--- src/rtl/sha_digest_writer.sv ---
`timescale 1ns/1ps
// sha_digest_writer: buffers finished SHA-256 digests in a small FIFO and
// writes each one as a single 64-byte record into a host ring buffer over
// the AXI AW/W/B channels. A credit counter bounds outstanding writes and a
// soft-register window configures the ring and reports completion status.
//
// Optional build macro SHA_WB_IRQ_EN: adds the irq output and the 0x68
// irq_thresh register (interrupt every irq_thresh completed writes).
//
// Handshake rule used on every channel: a transfer happens on a rising clk
// edge where valid and ready are both high; valid never depends on ready,
// and the payload is held stable while valid is high and ready is low.
module sha_digest_writer #(
  parameter int LOG_DEPTH       = 2,
  parameter int MAX_OUTSTANDING = 8
) (
  input  logic         clk,
  input  logic         rst,
  input  logic         digest_valid,
  output logic         digest_ready,
  input  logic [255:0] digest_data,
  input  logic [63:0]  digest_count,
  output logic [15:0]  awid_m,
  output logic [63:0]  awaddr_m,
  output logic [7:0]   awlen_m,
  output logic [2:0]   awsize_m,
  output logic         awvalid_m,
  input  logic         awready_m,
  output logic [15:0]  wid_m,
  output logic [511:0] wdata_m,
  output logic [63:0]  wstrb_m,
  output logic         wlast_m,
  output logic         wvalid_m,
  input  logic         wready_m,
  input  logic [15:0]  bid_m,
  input  logic [1:0]   bresp_m,
  input  logic         bvalid_m,
  output logic         bready_m,
  input  logic         softreg_req_valid,
  input  logic         softreg_req_isWrite,
  input  logic [31:0]  softreg_req_addr,
  input  logic [63:0]  softreg_req_data,
`ifdef SHA_WB_IRQ_EN
  output logic         irq,
`endif
  output logic         softreg_resp_valid,
  output logic [63:0]  softreg_resp_data
);

  localparam int         DEPTH      = 1 << LOG_DEPTH;
  localparam int         PW         = LOG_DEPTH + 1;
  localparam logic [4:0] CREDIT_MAX = 5'(MAX_OUTSTANDING);

  // Digest FIFO storage; pointers carry one extra bit to tell full from empty.
  logic [255:0]  mem_digest [DEPTH];
  logic [63:0]   mem_count  [DEPTH];
  logic [PW-1:0] wr_ptr;
  logic [PW-1:0] rd_ptr;
  logic [PW-1:0] fifo_level;
  // Number of FIFO entries (from the head) whose AW has already been issued.
  logic [PW-1:0] aw_sent;

  logic [63:0] base;
  logic [63:0] seq;
  logic [63:0] done_count;
  logic [31:0] ring_entries;
  logic [31:0] wr_idx;
  logic [31:0] err_count;
  logic [4:0]  credits;

  logic push;
  logic aw_hs;
  logic w_hs;
  logic aw_pending;
  logic sr_wr;
  logic sr_rd;
  logic wr_base;
  logic wr_ring;
  logic wr_credits;
  logic rd_in_window;
  logic [63:0] rd_value;

  // bid_m carries no information for a single-ID master.
  logic unused_bits;
  assign unused_bits = ^bid_m;

  assign fifo_level   = wr_ptr - rd_ptr;
  assign digest_ready = (fifo_level != PW'(DEPTH));
  assign push         = digest_valid && digest_ready;
  assign aw_pending   = (fifo_level != aw_sent);

  // AW is only offered with a credit in hand and a configured ring.
  assign awvalid_m = aw_pending && (credits != 5'd0) && (ring_entries != 32'd0);
  assign awaddr_m  = {base[63:6], 6'b0} + {26'd0, wr_idx, 6'd0};
  assign awlen_m   = 8'd0;
  assign awsize_m  = 3'b110;
  assign awid_m    = 16'd0;
  assign aw_hs     = awvalid_m && awready_m;

  // W follows its AW: the head entry is writable once its AW has gone out.
  assign wvalid_m = (aw_sent != '0);
  assign wdata_m  = {128'd0, seq, mem_count[rd_ptr[LOG_DEPTH-1:0]],
                     mem_digest[rd_ptr[LOG_DEPTH-1:0]]};
  assign wstrb_m  = {64{1'b1}};
  assign wlast_m  = 1'b1;
  assign wid_m    = 16'd0;
  assign w_hs     = wvalid_m && wready_m;

  assign bready_m = 1'b1;

  assign sr_wr        = softreg_req_valid && softreg_req_isWrite;
  assign sr_rd        = softreg_req_valid && !softreg_req_isWrite;
  assign wr_base      = sr_wr && (softreg_req_addr == 32'h40);
  assign wr_ring      = sr_wr && (softreg_req_addr == 32'h48);
  assign wr_credits   = sr_wr && (softreg_req_addr == 32'h50);
  assign rd_in_window = (softreg_req_addr >= 32'h40) && (softreg_req_addr <= 32'h68);

  // FIFO data write; storage needs no reset because pointers guard it.
  always_ff @(posedge clk) begin
    if (push) begin
      mem_digest[wr_ptr[LOG_DEPTH-1:0]] <= digest_data;
      mem_count[wr_ptr[LOG_DEPTH-1:0]]  <= digest_count;
    end
  end

  // Datapath state: FIFO pointers, AW bookkeeping, ring index, sequence,
  // credits and completion counters. Soft-register writes take priority.
  always_ff @(posedge clk) begin
    if (rst) begin
      wr_ptr       <= '0;
      rd_ptr       <= '0;
      aw_sent      <= '0;
      base         <= 64'd0;
      ring_entries <= 32'd0;
      wr_idx       <= 32'd0;
      seq          <= 64'd0;
      done_count   <= 64'd0;
      err_count    <= 32'd0;
      credits      <= CREDIT_MAX;
    end else begin
      if (push) wr_ptr <= wr_ptr + 1'b1;
      if (w_hs) rd_ptr <= rd_ptr + 1'b1;

      if (aw_hs && !w_hs)      aw_sent <= aw_sent + 1'b1;
      else if (!aw_hs && w_hs) aw_sent <= aw_sent - 1'b1;

      if (wr_base) base <= softreg_req_data;

      if (wr_ring) begin
        ring_entries <= softreg_req_data[31:0];
        wr_idx       <= 32'd0;
        seq          <= 64'd0;
      end else begin
        if (aw_hs) wr_idx <= (wr_idx == ring_entries - 32'd1) ? 32'd0 : wr_idx + 32'd1;
        if (w_hs)  seq    <= seq + 64'd1;
      end

      if (wr_credits)                                    credits <= softreg_req_data[4:0];
      else if (aw_hs && !bvalid_m)                       credits <= credits - 5'd1;
      else if (!aw_hs && bvalid_m && credits < CREDIT_MAX) credits <= credits + 5'd1;

      if (bvalid_m) begin
        done_count <= done_count + 64'd1;
        if (bresp_m != 2'b00) err_count <= err_count + 32'd1;
      end
    end
  end

`ifdef SHA_WB_IRQ_EN
  logic [31:0] irq_thresh;
  logic [31:0] irq_cnt;
  logic        wr_irq;
  assign wr_irq = sr_wr && (softreg_req_addr == 32'h68);

  // Completion interrupt: one-cycle pulse each time irq_thresh B responses
  // have been counted since the last pulse or threshold write.
  always_ff @(posedge clk) begin
    if (rst) begin
      irq_thresh <= 32'd0;
      irq_cnt    <= 32'd0;
      irq        <= 1'b0;
    end else begin
      irq <= 1'b0;
      if (wr_irq) begin
        irq_thresh <= softreg_req_data[31:0];
        irq_cnt    <= 32'd0;
      end else if (bvalid_m) begin
        if ((irq_thresh != 32'd0) && (irq_cnt + 32'd1 == irq_thresh)) begin
          irq     <= 1'b1;
          irq_cnt <= 32'd0;
        end else begin
          irq_cnt <= irq_cnt + 32'd1;
        end
      end
    end
  end
`endif

  // Read mux for the soft-register window.
  always_comb begin
    rd_value = 64'd0;
    case (softreg_req_addr)
      32'h40:  rd_value = base;
      32'h48:  rd_value = {32'd0, ring_entries};
      32'h50:  rd_value = {59'd0, credits};
      32'h58:  rd_value = done_count;
      32'h60:  rd_value = {err_count, wr_idx};
`ifdef SHA_WB_IRQ_EN
      32'h68:  rd_value = {32'd0, irq_thresh};
`else
      32'h68:  rd_value = 64'd0;
`endif
      default: rd_value = 64'd0;
    endcase
  end

  // Read response one cycle after the request; data stays zero when idle so
  // the parent can OR it with other responders.
  always_ff @(posedge clk) begin
    if (rst) begin
      softreg_resp_valid <= 1'b0;
      softreg_resp_data  <= 64'd0;
    end else begin
      softreg_resp_valid <= sr_rd && rd_in_window;
      softreg_resp_data  <= (sr_rd && rd_in_window) ? rd_value : 64'd0;
    end
  end

endmodule
--- config.mk ---
export PLATFORM = sky130hd
export DESIGN_NAME = sha_digest_writer
export DESIGN_NICKNAME = d
export VERILOG_FILES = /design/src/rtl/sha_digest_writer.sv
export SDC_FILE = /design/constraint.sdc
export NUM_CORES = 2
export LEC_CHECK = 0
export CORE_AREA = 8 8 458 460
export DETAILED_ROUTE_END_ITERATION = 12
export DIE_AREA = 0 0 466 468
export PLACE_DENSITY = 0.55
export SLEW_MARGIN = 20
export SYNTH_ARGS = -nofsm -noshare
export SYNTH_HDL_FRONTEND = slang
export SYNTH_SLANG_ARGS = --single-unit
--- constraint.sdc ---
create_clock -name clk -period 13.44 [get_ports clk]
set_input_delay 2.016 -clock clk [delete_from_list [all_inputs] [get_ports clk]]
set_output_delay 2.016 -clock clk [all_outputs]
set_load 0.02 [all_outputs]
# After elaboration in Yosys (flattened, before gate mapping)
# Memory sizes are Yosys's and may differ from the RTL's. A register that Yosys moved wholly into a read port is not among the register bits.
# Cells that the tools add are included.
classes:
  n_addsub: 13
  n_lt_le_gt_ge: 3
  n_eq_ne: 8
  n_mux: 13
  bitwise_logic: 1
  reduce_logical: 30
ops:
  columns: ["op", "count"]
  rows:
  - ["one-hot mux 64 bit (5 select lines)", 1]
  - ["== test 32 x 7 -> 1 bit (second input constant)", 5]
  - ["adder 64 x 1 -> 64 bit (second input constant)", 2]
  - ["adder 32 x 1 -> 32 bit (second input constant)", 2]
  - ["adder 64 x 38 -> 64 bit", 1]
  - ["== test 32 bit", 1]
  - ["greater-or-equal comparator 32 x 7 -> 1 bit (second input constant)", 1]
  - ["<= comparator 32 x 7 -> 1 bit (second input constant)", 1]
  - ["two-way mux 32 bit", 1]
  - ["nonzero test 32 bit", 1]
  - ["subtractor 32 x 1 -> 32 bit (second input constant)", 1]
  - ["logical AND 1 bit", 17]
  - ["two-way mux 5 bit", 3]
  - ["adder 3 x 1 -> 3 bit (second input constant)", 3]
  - ["two-way mux 2 bit", 4]
  - ["two-way mux 3 bit", 2]
  - ["nonzero test 3 bit", 2]
  - ["adder 5 x 1 -> 5 bit (second input constant)", 1]
  - ["< comparator 5 x 4 -> 1 bit (second input constant)", 1]
  - ["nonzero test 5 bit", 1]
  - ["subtractor 5 x 1 -> 5 bit (second input constant)", 1]
  - ["logical NOT 1 bit", 4]
  - ["nonzero test 2 bit", 2]
  - ["OR reduction 2 bit", 2]
  - ["7 further kinds", 8]
word_totals:
  regBits: 367
  ramBits: 1280
  input_bits: 442
  output_inout_bits: 753
  n_memories: 2
memory_table:
  columns: ["name", "words", "width", "read_ports", "rd_clocked_by_memory_dff", "wr", "line", "text"]
  rows:
  - ["mem_digest", 4, 256, 1, 1, 1, "55", "logic [255:0] mem_digest [DEPTH];"]
  - ["mem_count", 4, 64, 1, 1, 1, "56", "logic [63:0] mem_count [DEPTH];"]

# Logic depth before layout (Yosys ltp)
depth:
  depth_word: 11
  ltp_mapped: 18
  depth_no_buf: 17

# Worst setup path before layout
# OpenSTA, ideal clock, no wires.
synth_timing:
  path_type: "input to register"
  start: "in digest_valid"
  end: "mem mem_count[3][0], enable pin"
  setup_time_ns: 0.727
  arrival_time_ns: 9.370
  required_time_ns: 12.713
  slack_ns: 3.343
  cell_stages: 1
  cell_sequence: "and3_1"
synth_via:
  elab_chain_len: 3
synth_rtl:
  columns: ["item", "line", "text"]
  rows:
  - ["start, declared", "19", "input logic digest_valid,"]
  - ["logical AND 1 bit", "89", "assign push = digest_valid && digest_ready;"]
  - ["two-way mux 1 bit", "120", "if (push) begin"]
  - ["two-way mux 1 bit (not written as such)", "122", "mem_count[wr_ptr[LOG_DEPTH-1:0]] <= digest_count;"]
  - ["end, declared", "56", null]
# No other way between the ends.

# Worst setup path in the final report
layout_timing:
  start: "reg wr_idx[0]"
  end: "out awaddr_m[32]"
layout_via:
  elab_chain_len: 1
layout_rtl:
  columns: ["item", "line", "text"]
  rows:
  - ["start, declared", "67", "logic [31:0] wr_idx;"]
  - ["start signal, assigned", "154", "if (aw_hs) wr_idx <= (wr_idx == ring_entries - 32'd1) ? 32'd0 : wr_idx + 32'd1;"]
  - ["adder 64 x 38 -> 64 bit", "94", "assign awaddr_m = {base[63:6], 6'b0} + {26'd0, wr_idx, 6'd0};"]
  - ["end, declared", "24", "output logic [63:0] awaddr_m,"]
# No other way between the ends.

==> summary.md <==
| Metric | Value |
|---|---|
| CTS tree | done |
| Largest family of logic cells by synthesized area | multiplexers |
| Synth warn | 0 |
| CTS-repair resized insts | 0 |
| Global route total overflow | 0 |
| Synth Instances | approximately 4200 |
| First-pass GRT wire length | 281000 um |
| IO Pins | around 1200 |
| Sequential share of the synthesized area | 0.691 |
| Reg2reg path depth | 10 |
| Synth Area in Compound Gates | 0.0382 |
| Clock edge transition at the registers on the reported setup and hold paths | roughly 0.060 ns |
| Drt total wl | 199000 um |
| # Post-CTS Setup Buffers | 0 |
| Wire per inst | ~25 um |
| Post-synth design cell area | 66300 um^2 |
| Starting Density | 0.327 |
| Peak VDD IR | ~0.00012 V |
| Slew Viols, Final | 0 |
| Number of global-route vias before repair | ~40000 |
| R2R Setup Slk | a little under 9 ns |
| Arrival @ worst endpoint | roughly 5.4 ns |
| Post-route ant nets | 0 |
| Worst slew pin tran | ~1.1 ns |
| Layout area overhead | 26.4% |
| Power per standard cell area | roughly 140 nW/um^2 |
| Post-synth ARST share | 0 |
| P_sw | about 2.6 mW |
| Startpoint Class | flip-flop |
| Die H | approximately 470 um |
| Total power | approximately 11 mW |
| FMAX | between 0.1 and 0.15 GHz |
| Sequential power share | 0.506 |
| HP Start | base[1]$_SDFFE_PP0P_ |
| Power share of the clock group | 0.423 |
| Post-Synth Adder-Cell Area | 0.0103 |
| Syn avg cell area | ~16 um^2 |
| Leak pwr | between 20 and 30 nW |
| Pin count of the biggest net entering global routing | between 100 and 150 |
| Simple-gate share of the synthesized area | 0.0702 |
| Share of layout cells above drive strength 1 | 0.123 |
| Htree depth | 4 |
| Crit path required time | around 11 ns |
| Capturing point of the worst reg2reg path | mem_digest[0][112]$_DFFE_PP_ |
| HP Class | flip-flop to flip-flop |
| DRC violations left | 0 |
| TritonCTS Sinks | 1649 |
| Origin of the critical flop-to-flop path | wr_ptr[0]$_SDFFE_PP0P_ |
| Final setup violation count | 0 |
| Crit share post-route | 0.550 |
| Max Cap Viol | 0 |
| Hold-fix buffers, CTS | 0 |
| Slew HR | 0.285 |
| Post-synthesis cell type count | 73 |
| # rows | 166 |
| Top FF cell, synth | edfxtp_1 |
| EDFF count, synth | 1280 |
| Run status | finished, final reports clean |
| Combinational share of power | 0.071 |
| Worst Hold End | base[1]$_SDFFE_PP0P_ |
| CTS buffer count | about 180 |
| Final Skew | approximately 0.047 ns |
| Dpl hpwl | ~140000 um |
| Die area | 218000 um^2 |
| Setup TNS | 0 ns |
| # nets final | 5651 |
| Worst skew pair latency | between 0.8 and 0.9 ns |
| Gpl congestion | roughly 0.86 |
| CP Capture Type | primary output |
| Worst-path fanout max | 7 |
| Fin. Hold Viols | 0 |
| PortBufs | 935 |
| Critical path class | flip-flop to primary output |
| Die W | 466 um |
| Vias/cell | about 4.9 |
| Pre-antenna DRT Iters | 7 |
| Root Driver | clkbuf_16 |
| Xor/xnor share of the synthesized area | 0.0375 |
| Crit-path cells | ha_1 > inv_1 > fa_1 > nor2b_1 > o2111ai_1 > a31oi_1 > a21oi_1 > o21a_1 > o311ai_0 > a2111oi_0 > a311oi_1 > clkdlybuf4s50_1 |
| Slowest CP cell | o311ai_0 |
| Internal power | approximately 8.8 mW |
| Core area | between 200000 and 250000 um^2 |
| Switching part of the total | 0.228 |
| Hold depth | 2 |
| Worst path max stage delay | 0.78 ns |
| Clk buf depth | 3 |
| Total GRT Usage | 0.175 |
| Synthesized flop and latch total | approximately 1600 |
| Tmin final | approximately 7.4 ns |
| Starting DRT DRC Count | 3500 |
| Mux cell area share after synthesis | 0.111 |
| RSZ-0062 raised after global routing | no |
| Antenna violations before repair | 75 |
| Vias post-DR | approximately 39000 |
-- through the flow --
| step | setup WS, ns | util | hold WS, ns | cell area, um^2 | std cells |
|---|---|---|---|---|---|
| after floorplan | 3.34 | - | 0.436 | 67200 | 4434 |
| after global placement | 6.90 | 0.384 | 0.445 | 77900 | 7660 |
| after detailed placement | 6.91 | 0.384 | 0.453 | 77900 | 7660 |
| after CTS | 5.99 | 0.412 | 0.461 | 83700 | 7990 |
| after global routing | 5.66 | 0.413 | 0.482 | 83700 | 8001 |
| final | 6.05 | 0.413 | 0.458 | 83800 | 8019 |
-- state kept, by name, indices dropped and copies added, names as in the netlist, 32 cells and up, named ones only --
register	count
base	64
done_count	64
err_count	32
mem_count	256
mem_digest	1024
ring_entries	32
seq	64
softreg_resp_data	64
wr_idx	32
-- Yosys cell counts, drive strengths merged, types with 43 or more instances --
| library cell | count | area (um^2) |
|---|---|---|
| dfxtp | 369 | 7390 |
| a222oi | 64 | 641 |
| a21oi | 181 | 906 |
| nand4 | 57 | 357 |
| xnor2 | 127 | 1110 |
| nor2 | 276 | 1040 |
| nor3 | 79 | 410 |
| buf | 297 | 2040 |
| nand2 | 336 | 1260 |
| edfxtp | 1280 | 38400 |
| clkbuf | 144 | 541 |
| o21ai | 45 | 225 |
| nand3 | 85 | 430 |
| mux4 | 320 | 7210 |
| inv | 43 | 164 |
| xor2 | 154 | 1350 |
| ha | 48 | 601 |
-- routing by layer --
metal	wire length, um	up-vias	track usage
li1	-	17570	-
met2	95400	1455	0.285
met3	21000	339	0.0766
met4	4820	68	0.0494
met5	445	-	0
met1	77900	19827	0.210
-- worst max-delay path by stage --
stage	from	end	slack, ns	cells past startpoint
final	wr_idx[0]$_SDFFE_PP0P_	awaddr_m[32]	6.05	12
after CTS	wr_idx[0]$_SDFFE_PP0P_	awaddr_m[32]	5.99	12
after global placement	wr_idx[0]$_SDFFE_PP0P_	awaddr_m[32]	6.90	12
after detailed placement	wr_idx[0]$_SDFFE_PP0P_	awaddr_m[32]	6.91	12
after floorplan	digest_valid	mem_count[3][0]$_DFFE_PP_	3.34	1
after global routing	wr_idx[0]$_SDFFE_PP0P_	awaddr_m[32]	5.66	12
-- logic make-up (layout without fill, tap and decap cells) --
group / Yosys count / count (layout)
muxes: 337 / 337
buffers and inverters: 484 / 1354
xor gates and xnor gates: 282 / 282
DFF: 1649 / 1649
adders and majority gates: 52 / 52
other: 2 / 270
AOI/OAI and AO/OA: 386 / 386
and+or+nand+nor: 1001 / 1001
-- power groups by stage --
stage / logic [mW] / clock network [mW] / registers [mW]
after floorplan: 0.403 / 0 / 5.90
after global placement: 0.816 / 0 / 5.84
after detailed placement: 0.820 / 0 / 5.85
after CTS: 0.824 / 4.94 / 5.74
after global routing: 0.856 / 5.12 / 5.75
final: 0.810 / 4.80 / 5.74
-- worst max-delay path: cells and delay by family, from the launching register on --
family / cells / cell delay, ns
AO/OA/AOI/OAI: 7 / 2.43
adder cells (fa/ha/maj): 2 / 0.67
buffers and inverters: 2 / 0.74
flip-flops: 1 / 0.56
AND/OR/NAND/NOR: 1 / 0.17
-- cell type report --
cell class / count / area [um^2]
antenna: 27 / 67.6
clock buffer: 230 / 4890
clock inverter: 100 / 907
fill: 18441 / 119000
inverter: 43 / 164
multi-input combinational: 2301 / 18700
sequential: 1649 / 45800
tap: 2688 / 3360
timing repair buffer: 981 / 9850
-- layout by cell type (no fill, tap or decap), types with 35 or more instances in the layout --
cell type / instances
nor2_1: 275
clkdlybuf4s50_1: 934
inv_1: 42
o21ai_0: 43
nand4_1: 57
a21oi_1: 181
clkbuf_16: 187
clkbuf_1: 38
nor3_1: 74
nand2_1: 336
mux4_2: 320
nand3_1: 83
buf_4: 35
conb_1: 243
xnor2_1: 127
ha_1: 48
a222oi_1: 64
dfxtp_1: 367
edfxtp_1: 1280
xor2_1: 154
clkinv_1: 43
(Power assumes the default switching activity.)
